## config.mk

```make
export PLATFORM = sky130hd
export DESIGN_NAME = eth_rgmii_speed_detect
export DESIGN_NICKNAME = d
export VERILOG_FILES = /design/src/rtl/eth_rgmii_speed_detect_pkg.sv /design/src/rtl/eth_speed_hyst_filter.sv /design/src/rtl/eth_rgmii_speed_detect.sv
export SDC_FILE = /design/constraint.sdc
export NUM_CORES = 1
export LEC_CHECK = 0
export ABC_AREA = 1
export CAP_MARGIN = 30
export CORE_ASPECT_RATIO = 0.7
export CORE_UTILIZATION = 50
export CTS_BUF_LIST = sky130_fd_sc_hd__clkbuf_4 sky130_fd_sc_hd__clkbuf_8
export CTS_CLUSTER_SIZE = 20
export DETAILED_ROUTE_END_ITERATION = 12
export PLACE_DENSITY = 0.7
export SYNTH_ARGS = -nofsm -noshare
export SYNTH_HDL_FRONTEND = slang
export SYNTH_SLANG_ARGS = --single-unit
```

## constraint.sdc

```tcl
create_clock -name clk -period 1.8 [get_ports clk]
set_input_delay 0.18 -clock clk [delete_from_list [all_inputs] [get_ports clk]]
set_output_delay 0.18 -clock clk [all_outputs]
set_load 0.02 [all_outputs]
```

## src/rtl/eth_rgmii_speed_detect_pkg.sv

```systemverilog
// Shared RGMII link-speed encodings and helpers used by the speed detector
// and its hysteresis filter.
package eth_rgmii_speed_detect_pkg;

    typedef enum logic [1:0] {
        SPEED_10M   = 2'b00,
        SPEED_100M  = 2'b01,
        SPEED_1000M = 2'b10
    } speed_e;

    function automatic logic is_mii(input speed_e spd);
        return (spd != SPEED_1000M);
    endfunction

endpackage

```

## src/rtl/eth_speed_hyst_filter.sv

```systemverilog
// Hysteresis filter: commits a speed after HYST_COUNT consecutive agreeing
// votes and drops validity on a link-loss timeout.
module eth_speed_hyst_filter
    import eth_rgmii_speed_detect_pkg::*;
#(
    parameter int HYST_COUNT = 2
) (
    input  logic   clk,
    input  logic   rst,
    input  logic   vote_valid,
    input  speed_e vote,
    input  logic   timeout,
    output speed_e speed,
    output logic   mii_select,
    output logic   speed_valid,
    output logic   speed_change
);

    localparam int CNT_W = $clog2(HYST_COUNT + 1);
    localparam logic [CNT_W-1:0] HYST_CNT = CNT_W'(HYST_COUNT);
    localparam logic [CNT_W-1:0] CNT_ONE  = CNT_W'(1);

    speed_e           cand_r;
    logic [CNT_W-1:0] cand_cnt_r;
    speed_e           speed_r;
    logic             mii_select_r;
    logic             speed_valid_r;
    logic             speed_change_r;
    logic [CNT_W-1:0] cnt_next_s;
    logic             commit_s;

    // Candidate count after this vote; a disagreeing vote restarts the run at one
    always_comb begin
        cnt_next_s = cand_cnt_r;
        commit_s   = 1'b0;
        if (vote == cand_r) begin
            if (cand_cnt_r >= HYST_CNT) begin
                cnt_next_s = HYST_CNT;
            end else begin
                cnt_next_s = cand_cnt_r + CNT_ONE;
            end
        end else begin
            cnt_next_s = CNT_ONE;
        end
        if (vote_valid && (cnt_next_s >= HYST_CNT) && ((vote != speed_r) || !speed_valid_r)) begin
            commit_s = 1'b1;
        end else begin
            commit_s = 1'b0;
        end
    end

    // Candidate tracking, commit and timeout; a timeout leaves speed untouched
    always_ff @(posedge clk) begin
        if (rst) begin
            cand_r         <= SPEED_10M;
            cand_cnt_r     <= {CNT_W{1'b0}};
            speed_r        <= SPEED_1000M;
            mii_select_r   <= 1'b0;
            speed_valid_r  <= 1'b0;
            speed_change_r <= 1'b0;
        end else begin
            speed_change_r <= 1'b0;
            if (vote_valid) begin
                cand_r     <= vote;
                cand_cnt_r <= cnt_next_s;
                if (commit_s) begin
                    speed_r        <= vote;
                    mii_select_r   <= is_mii(vote);
                    speed_valid_r  <= 1'b1;
                    speed_change_r <= 1'b1;
                end
            end else if (timeout && speed_valid_r) begin
                speed_valid_r  <= 1'b0;
                cand_cnt_r     <= {CNT_W{1'b0}};
                speed_change_r <= 1'b1;
            end
        end
    end

    assign speed        = speed_r;
    assign mii_select   = mii_select_r;
    assign speed_valid  = speed_valid_r;
    assign speed_change = speed_change_r;

endmodule

```

## src/rtl/eth_rgmii_speed_detect.sv

```systemverilog
// RGMII link-speed detector: counts prescaled rx-clock edges per reference
// window, votes 10/100/1000M and commits through a hysteresis filter.
module eth_rgmii_speed_detect
    import eth_rgmii_speed_detect_pkg::*;
#(
    parameter int REF_CNT_W    = 7,
    parameter int EDGE_CNT_W   = 2,
    parameter int THRESH_100   = 32,
    parameter int HYST_COUNT   = 2,
    parameter int LINK_TIMEOUT = 4
) (
    input  logic       clk,
    input  logic       rst,
    input  logic       prescale_toggle,
    output logic [1:0] speed,
    output logic       mii_select,
    output logic       speed_valid,
    output logic       speed_change
);

    localparam int ZERO_W = $clog2(LINK_TIMEOUT + 1);
    localparam logic [REF_CNT_W-1:0] THRESH    = REF_CNT_W'(THRESH_100);
    localparam logic [ZERO_W-1:0]    ZERO_MAX  = ZERO_W'(LINK_TIMEOUT);
    localparam logic [ZERO_W-1:0]    ZERO_LAST = ZERO_W'(LINK_TIMEOUT - 1);

    logic                  toggle_q_r;
    logic                  edge_r;
    logic [REF_CNT_W-1:0]  ref_cnt_r;
    logic [EDGE_CNT_W-1:0] edge_cnt_r;
    logic [ZERO_W-1:0]     zero_cnt_r;
    logic                  vote_valid_s;
    speed_e                vote_s;
    logic                  zero_win_s;
    logic                  win_end_s;
    logic                  timeout_s;
    speed_e                speed_s;

    // Window-end classification; edge saturation takes priority over ref expiry
    always_comb begin
        vote_valid_s = 1'b0;
        vote_s       = SPEED_10M;
        zero_win_s   = 1'b0;
        if (&edge_cnt_r) begin
            vote_valid_s = 1'b1;
            vote_s       = (ref_cnt_r < THRESH) ? SPEED_1000M : SPEED_100M;
        end else if (&ref_cnt_r) begin
            if (edge_cnt_r != {EDGE_CNT_W{1'b0}}) begin
                vote_valid_s = 1'b1;
                vote_s       = SPEED_10M;
            end else begin
                zero_win_s = 1'b1;
            end
        end else begin
            vote_valid_s = 1'b0;
        end
    end

    assign win_end_s = (&edge_cnt_r) || (&ref_cnt_r);
    assign timeout_s = zero_win_s && (zero_cnt_r >= ZERO_LAST);

    // Edge detect, window counters and zero-edge window count
    always_ff @(posedge clk) begin
        if (rst) begin
            toggle_q_r <= prescale_toggle;
            edge_r     <= 1'b0;
            ref_cnt_r  <= {REF_CNT_W{1'b0}};
            edge_cnt_r <= {EDGE_CNT_W{1'b0}};
            zero_cnt_r <= {ZERO_W{1'b0}};
        end else begin
            toggle_q_r <= prescale_toggle;
            edge_r     <= prescale_toggle ^ toggle_q_r;
            if (win_end_s) begin
                ref_cnt_r  <= {REF_CNT_W{1'b0}};
                edge_cnt_r <= {EDGE_CNT_W{1'b0}};
            end else begin
                ref_cnt_r <= ref_cnt_r + 1'b1;
                if (edge_r) begin
                    edge_cnt_r <= edge_cnt_r + 1'b1;
                end
            end
            if (vote_valid_s) begin
                zero_cnt_r <= {ZERO_W{1'b0}};
            end else if (zero_win_s && (zero_cnt_r < ZERO_MAX)) begin
                zero_cnt_r <= zero_cnt_r + 1'b1;
            end
        end
    end

    eth_speed_hyst_filter #(
        .HYST_COUNT (HYST_COUNT)
    ) u_hyst (
        .clk          (clk),
        .rst          (rst),
        .vote_valid   (vote_valid_s),
        .vote         (vote_s),
        .timeout      (timeout_s),
        .speed        (speed_s),
        .mii_select   (mii_select),
        .speed_valid  (speed_valid),
        .speed_change (speed_change)
    );

    assign speed = speed_s;

endmodule

```

* Word-level counts from Yosys, hierarchy flattened
Index checks and enable logic that the tools add are counted.
Word-level totals: bits in registers 23, input bits 3
Operators by class: add/sub/neg operators 4, $lt $le $gt $ge 5, equality and inequality tests 4, multiplexer cells 19, bitwise logic cells 1, reduce and logical (&&, ||, !) cells 16
Operators with widths (count):
- 1-bit two-way mux | 13
- 2-bit two-way mux | 6
- 7-bit by 1-bit adder with 7-bit output, second input constant | 1
- 7-bit by 6-bit < comparator with 1-bit output, second input constant | 1
- 7-bit AND reduction | 1
- 2-bit AND reduction | 3
- 1-bit logical AND | 5
- 2-bit by 1-bit adder with 2-bit output, second input constant | 2
- 2-bit >= comparator, second input constant | 2
- 2-bit != test, second input constant | 2
- 2-bit nonzero test | 2
- 2-bit OR reduction | 2
- 3-bit by 1-bit adder with 3-bit output, second input constant | 1
- 3-bit by 2-bit >= comparator with 1-bit output, second input constant | 1
- 3-bit < comparator, second input constant | 1
- 2-bit == test | 1
- 1-bit logical OR | 2
- 2-bit != test | 1
- 1-bit zero test | 1
- 1-bit bitwise XOR | 1

* Depth between registers and ports, before layout
Gate-level depths: netlist of the first run.
word-level depth 11, depth in mapped cells 10, gate-level depth less buffers 10

* Cells and area by module
Synthesis of the first run repeated with hierarchy kept, for this count alone.
Unflattened totals: cells, all modules 143, area total of the unflattened synthesis 1054.8 µm²
Modules (own cells, without submodules):
- eth_rgmii_speed_detect | times used 1, cells an instance 82, area an instance 648.1 µm², seq. area each 280.3 µm²
- eth_speed_hyst_filter | times used 1, cells an instance 61, area an instance 406.6 µm², seq. area each 180.2 µm²

* Worst setup path after synthesis of the first run
Ideal clock, no wire load.
kind register to register, start register ref_cnt_r[0], end register u_hyst.cand_cnt_r[0], arrival 1.195 ns, data required time 1.686 ns, path slack 0.492 ns, cell stages (with the launch flop) 9, buffers on the path 0, cell sequence dfxtp_1 > ha_1 > nand2_1 > nor2_4 > nand2_1 > nor2_4 > nand3_1 > a21oi_1 > nor2_1
Between the ends: word-level cells in the longest chain between the ends 6, elaborated cells between the ends (all ways) 14, those cells by class order compare (1); eq/ne (1); mux (8); reduce/logical (4)
RTL lines:
- from (decl) | RTL line eth_rgmii_speed_detect.sv:28 | logic [REF_CNT_W-1:0] ref_cnt_r;
- from (signal assigned) | RTL line eth_rgmii_speed_detect.sv:66 | ref_cnt_r <= {REF_CNT_W{1'b0}};
- from (signal assigned) | RTL line eth_rgmii_speed_detect.sv:73 | ref_cnt_r <= {REF_CNT_W{1'b0}};
- from (signal assigned) | RTL line eth_rgmii_speed_detect.sv:76 | ref_cnt_r <= ref_cnt_r + 1'b1;
- 7-bit by 6-bit < comparator with 1-bit output / 7-bit AND reduction (equally long branches) | RTL line eth_rgmii_speed_detect.sv:45, eth_rgmii_speed_detect.sv:46
- 2-bit two-way mux / 1-bit two-way mux (equally long branches) | RTL line eth_rgmii_speed_detect.sv:45, eth_rgmii_speed_detect.sv:46
- 2-bit two-way mux / 1-bit two-way mux (equally long branches) | RTL line eth_rgmii_speed_detect.sv:43 | if (&edge_cnt_r) begin
- 2-bit == test / 1-bit logical AND (equally long branches) | RTL line eth_speed_hyst_filter.sv:36, eth_rgmii_speed_detect.sv:59
- 2-bit two-way mux / 1-bit logical AND (equally long branches) | RTL line eth_speed_hyst_filter.sv:36, eth_speed_hyst_filter.sv:72
- 2-bit two-way mux / 2-bit nonzero test (equally long branches)
- to (signal assigned) | RTL line eth_speed_hyst_filter.sv:56 | cand_cnt_r <= {CNT_W{1'b0}};
- to (signal assigned) | RTL line eth_speed_hyst_filter.sv:65 | cand_cnt_r <= cnt_next_s;
- to (signal assigned) | RTL line eth_speed_hyst_filter.sv:74 | cand_cnt_r <= {CNT_W{1'b0}};
- to (decl) | RTL line eth_speed_hyst_filter.sv:24 | logic [CNT_W-1:0] cand_cnt_r;
Parallel ways exist; a longest one is shown, timed or not. A chain may end at the register's enable or synchronous reset.

* Final worst setup path of the first run
start register u_hyst.speed_valid_r (netlist: u_hyst.speed_valid), end output port speed_valid
RTL lines:
- from (decl) | RTL line eth_speed_hyst_filter.sv:27 | logic speed_valid_r;
- from (signal assigned) | RTL line eth_speed_hyst_filter.sv:59 | speed_valid_r <= 1'b0;
- from (signal assigned) | RTL line eth_speed_hyst_filter.sv:69 | speed_valid_r <= 1'b1;
- from (signal assigned) | RTL line eth_speed_hyst_filter.sv:73 | speed_valid_r <= 1'b0;
- to (decl) | RTL line eth_rgmii_speed_detect.sv:17 | output logic speed_valid,
No word-level cell between the ends.

==> results by group, run 1 <==
Run status
  – Outcome: finished with violations
  – Violated checks: design-rule violations

Setup path
  – CP Data Required Time: 1.62 ns
  – WP buf/inv: 1
  – Worst-path fanout max: 4
  – Crit-path cells: clkdlybuf4s50_1
  – Worst Path Arrival: 1.41 ns
  – Crit start category: flip-flop
  – Worst Setup End Kind: primary output
  – Worst path max stage delay: 0.64 ns
  – Worst Path Class, Setup: reg2out
  – Crit path max-delay family: buffers and inverters
  – Slowest CP cell: clkdlybuf4s50_1

Placement
  – Final GP Congestion: 0.750
  – IO buf count: 7
  – DP Wirelength: 1390 µm

Clock network
  – Root buffer cell: clkbuf_4
  – Total setup buffers inserted after CTS: 0
  – Resize count post-CTS: 0
  – Cts bufs inserted: 3
  – Clk sink count: 23
  – CTS tree: yes
  – H-tree depth: 1
  – Worst-path clk slew: 0.13 ns
  – Max Root-Sink Buffers: 2
  – Hold_buf cts: 0
  – Clk_lat worst skew: 0.32 ns

Floorplan
  – # IOs: 8
  – Initial Util: 55.1%
  – Die ar.: 2330 µm²
  – Core box area: 1940 µm²
  – Rows: 13
  – Die height: 40.7 µm
  – Die X: 57.2 µm

Timing
  – Final period utilization: 88.1%
  – Final hold viol count: 0
  – Max Slew Vio Count: 0
  – Final setup vio count: 0
  – RSZ-0062 raised after global routing: false
  – Fin crit period: 1.59 ns
  – Clock skew: 0.0135 ns
  – Fin Hold WS: 0.351 ns
  – Measured slew at the worst slew-check pin: 0.318 ns
  – Fin Setup TNS: 0 ns
  – Slew margin rel.: 78.7%
  – F_max: 630 MHz

Synth
  – Mapped Cells: 133
  – Yosys reg bits: 23
  – Seq/Total Area, Yosys: 43.1%
  – Syn Area/Cell: 8.02 µm²
  – Synth warn: 0
  – Post-Syn Area: 1070 µm²
  – Unique masters post-synth: 24
  – Syn Nets: 141

Final layout
  – Final core occ: 61.6%
  – Layout Nets: 153
  – Synth-to-layout area growth: 11.7%
  – Most common cell after layout, fill and taps aside: nand2_1
  – # diodes: 0
  – Most frequent cells in the layout: nand2_1 (25), dfxtp_1 (23), nor2_1 (22), inv_1 (15), clkdlybuf4s50_1 (7)
  – FF+latch area: 460 µm²
  – Multi-input gate area: 543 µm²
  – Layout cells sized above 1: 13.9%
  – Fillers: 179

Global routing
  – Vias in the first global route: 634
  – Total GRT Usage: 17.3%
  – First-pass GRT wire length: 2810 µm
  – Largest net degree at the start of global routing: 14
  – Initial antenna violation count: 0
  – Global route overflow: 0

Power
  – P per Cell Area: 691 nW/µm²
  – Worst vdd ir: 0.000499 V
  – Static leakage: 0.000487 µW

Detailed routing
  – Residual DRC count: 1
  – DR pass1 iterations: 8
  – Total wire length: 1760 µm
  – Routed Antenna Nets: 0
  – Initial DRC Count: 34
  – Post-DR vias/cell: 4.89
  – Vias: 811
  – WL per Instance: 10.6 µm

Run
  – Max-Cap Viols: 0

Worst hold path
  – Hold/Removal Path Class: in2reg
## registers in the layout, indices dropped and copies added (netlist names)
register and count:
u_hyst.speed 2, toggle_q_r 1, u_hyst.speed_change 1, u_hyst.cand_cnt_r 2, u_hyst.speed_valid 1, ref_cnt_r 7, u_hyst.mii_select 1, edge_r 1
zero_cnt_r 3, edge_cnt_r 2, u_hyst.cand_r 2
## per-stage QoR
step | setup slack, ns | area [µm²] | power, µW | instances
floorplan | 0.492 | 1070 | 582 | 133
global placement | 0.368 | 1160 | 597 | 162
detailed placement | 0.315 | 1160 | 600 | 162
CTS | 0.209 | 1190 | 830 | 166
global route | 0.161 | 1190 | 862 | 166
finish | 0.214 | 1190 | 824 | 166
## final cells by class
cell class	count	area share [%]
timing repair buffer	7	5.88
inverter	17	5.35
multi-input combinational	93	45.5
sequential	23	38.6
tap	22	2.31
clock inverter	1	0.420
clock buffer	3	1.89
## kinds of logic (layout without fill, tap and decap cells)
| group | Yosys count | count (layout) | synth area share (%) |
|---|---|---|---|
| simple gates | 70 | 70 | 34.0 |
| flops | 23 | 23 | 43.1 |
| buf+inv | 17 | 28 | 5.98 |
| compound gates | 12 | 12 | 6.10 |
| xor+xnor | 6 | 6 | 4.92 |
| fa+ha+maj | 5 | 5 | 5.86 |
## synthesized netlist by cell type (all sizes together)
master,n,area (µm²)
a21boi,1,7.51
a21oi,6,30.0
dfxtp,23,460
ha,5,62.6
inv,17,63.8
nand2,31,136
nand3,8,62.6
nand4,3,18.8
nor2,26,131
nor3b,1,7.51
o21a,1,7.51
o21ai,4,20.0
or2,1,6.26
xnor2,4,35.0
xor2,2,17.5
## path summary, 6_finish.rpt
check	from	endpoint	slack, ns	depth (start not counted)
hold / removal	prescale_toggle	toggle_q_r$_DFF_P_	0.35	1
setup / recovery	u_hyst.speed_valid$_SDFFE_PP0P_	speed_valid	0.21	1
setup reg to reg	ref_cnt_r[0]$_SDFF_PP0_	u_hyst.cand_cnt_r[0]$_SDFFE_PP0P_	0.30	8
hold reg to reg	ref_cnt_r[0]$_SDFF_PP0_	ref_cnt_r[0]$_SDFF_PP0_	0.47	1
## per-layer routing
layer | share of wire, % | vias to the layer above | GRT usage, %
li1 | - | 441 | -
met1 | 53 | 357 | 22.6
met2 | 42 | 11 | 26.2
met3 | 3.6 | 2 | 6.62
met4 | 0.46 | 0 | 7.32
met5 | 0 | - | 0
## report_power, final
part | internal, µW | leakage (µW) | total, µW | switching (µW)
registers | 522 | 0.000187 | 532 | 9.22
clock network | 83.2 | 0.0000177 | 237 | 154
logic | 22.7 | 0.000282 | 55.8 | 33.1
total | 628 | 0.000487 | 824 | 196
No activity file was read; power rests on OpenSTA's default activity.
==> run 2, diff against run 1 <==
Settings changed: CORE_MARGIN set to 1, CORE_UTILIZATION 50 to 32, PLACE_DENSITY 0.7 to not set.
==> results by group, run 2 (synthesis gave the netlist of run 1 again) <==
Run status
  – Outcome: finished clean

Timing
  – F_max: 661 MHz
  – Measured slew at the worst slew-check pin: 0.313 ns
  – Max Slew Vio Count: 0
  – Final period utilization: 84.0%
  – Final setup vio count: 0
  – Final hold viol count: 0
  – Fin Setup TNS: 0 ns
  – Clock skew: 0.00522 ns
  – RSZ-0062 raised after global routing: false
  – Fin crit period: 1.51 ns
  – Slew margin rel.: 79.0%

Final layout
  – Fillers: 329
  – FF+latch area: 460 µm²
  – Most frequent cells in the layout: nand2_1 (25), dfxtp_1 (23), nor2_1 (22), inv_1 (15), clkdlybuf4s50_1 (7)
  – Synth-to-layout area growth: 16.3%
  – Layout cells sized above 1: 14.5%
  – Multi-input gate area: 543 µm²
  – Top Registers: ref_cnt_r x7, zero_cnt_r x3
  – # diodes: 0
  – Layout Nets: 154
  – Final core occ: 39.2%
  – Biggest register: ref_cnt_r
  – Largest register FFs: 7
  – Most common cell after layout, fill and taps aside: nand2_1

Power
  – Worst vdd ir: 0.000570 V
  – Logic pwr share: 6.3%
  – Static leakage: 0.000500 µW
  – Sequential fraction of design power: 57.5%
  – Power Internal: 719 µW
  – Net Sw Power: 206 µW
  – Switching share of total power: 22.2%
  – Clock network power share: 36.2%
  – P per Cell Area: 745 nW/µm²

Setup path
  – Crit path max-delay family: buffers and inverters
  – Slowest CP cell: clkdlybuf4s50_1
  – Worst Path Arrival: 1.33 ns
  – Crit start category: flip-flop
  – CP Data Required Time: 1.62 ns
  – Crit-path cells: clkdlybuf4s50_1
  – Worst path max stage delay: 0.64 ns
  – WP buf/inv: 1
  – Worst Path Class, Setup: reg2out
  – Worst-path fanout max: 4
  – Worst Setup End Kind: primary output

Global routing
  – Vias in the first global route: 835
  – Initial antenna violation count: 0
  – Global route overflow: 0
  – Total GRT Usage: 13.4%
  – Largest net degree at the start of global routing: 13
  – First-pass GRT wire length: 3630 µm

Clock network
  – Total setup buffers inserted after CTS: 0
  – Cts bufs inserted: 3
  – Clk_lat worst skew: 0.26 ns
  – Hold_buf cts: 0
  – CTS tree: yes
  – Max Root-Sink Buffers: 2
  – Root buffer cell: clkbuf_8
  – Worst-path clk slew: 0.08 ns
  – Resize count post-CTS: 0
  – H-tree depth: 1
  – Clk sink count: 23

Floorplan
  – Core box area: 3170 µm²
  – Rows: 17
  – Die X: 71.0 µm
  – Initial Util: 33.7%
  – Die ar.: 3570 µm²
  – Die height: 50.3 µm
  – # IOs: 8

Placement
  – IO buf count: 7
  – DP Wirelength: 1540 µm
  – Final GP Congestion: 0.817

Detailed routing
  – Total wire length: 1940 µm
  – Residual DRC count: 0
  – Post-DR vias/cell: 4.58
  – WL per Instance: 10.6 µm
  – Initial DRC Count: 29
  – DR pass1 iterations: 6
  – Vias: 839
  – Routed Antenna Nets: 0

Run
  – Max-Cap Viols: 0

Worst hold path
  – Hold/Removal Path Class: in2reg
run 2: metal layers:
metal  GRT usage [%]  wire length [µm]  up-vias  part of all wire (%)
met5               0                 0        -                     0
li1                -                 -      442                     -
met2            21.3               827       12                    43
met3            4.82                58        2                   3.0
met4            3.33                 5        0                  0.26
met1            17.2              1050      383                    54
run 2: final timing paths:
check,endpoint,startpoint,depth (start not counted),slack (ns)
setup / recovery,speed_valid,u_hyst.speed_valid$_SDFFE_PP0P_,1,0.29
hold / removal,toggle_q_r$_DFF_P_,prescale_toggle,1,0.41
setup reg to reg,u_hyst.cand_cnt_r[0]$_SDFFE_PP0P_,ref_cnt_r[0]$_SDFF_PP0_,8,0.33
hold reg to reg,ref_cnt_r[0]$_SDFF_PP0_,ref_cnt_r[0]$_SDFF_PP0_,1,0.45
run 2: power by group through the flow:
stage	registers, µW	clock network, µW	logic (µW)
CTS	532	341	59.5
global placement	543	0	57.4
floorplan	541	0	40.5
finish	531	335	58.4
detailed placement	543	0	58.8
global route	534	362	68.5
run 2: per-stage QoR:
| step | std cells | hold slack, ns | setup slack, ns | instance area, µm² | power [µW] |
|---|---|---|---|---|---|
| 2_1_floorplan | 133 | 0.208 | 0.492 | 1070 | 582 |
| 3_3_place_gp | 179 | 0.428 | 0.352 | 1190 | 600 |
| 3_5_place_dp | 179 | 0.440 | 0.322 | 1190 | 602 |
| 4_1_cts | 183 | 0.413 | 0.286 | 1240 | 932 |
| 5_1_grt | 183 | 0.421 | 0.107 | 1240 | 964 |
| 6_report | 183 | 0.409 | 0.288 | 1240 | 925 |
run 2: final cells by class:
class	instances	area share, %
Inverter	17	5.14
Tap cell	38	3.83
Clock buffer	4	3.93
Multi-Input combinational cell	93	43.8
Sequential cell	23	37.1
Timing Repair Buffer	8	6.25
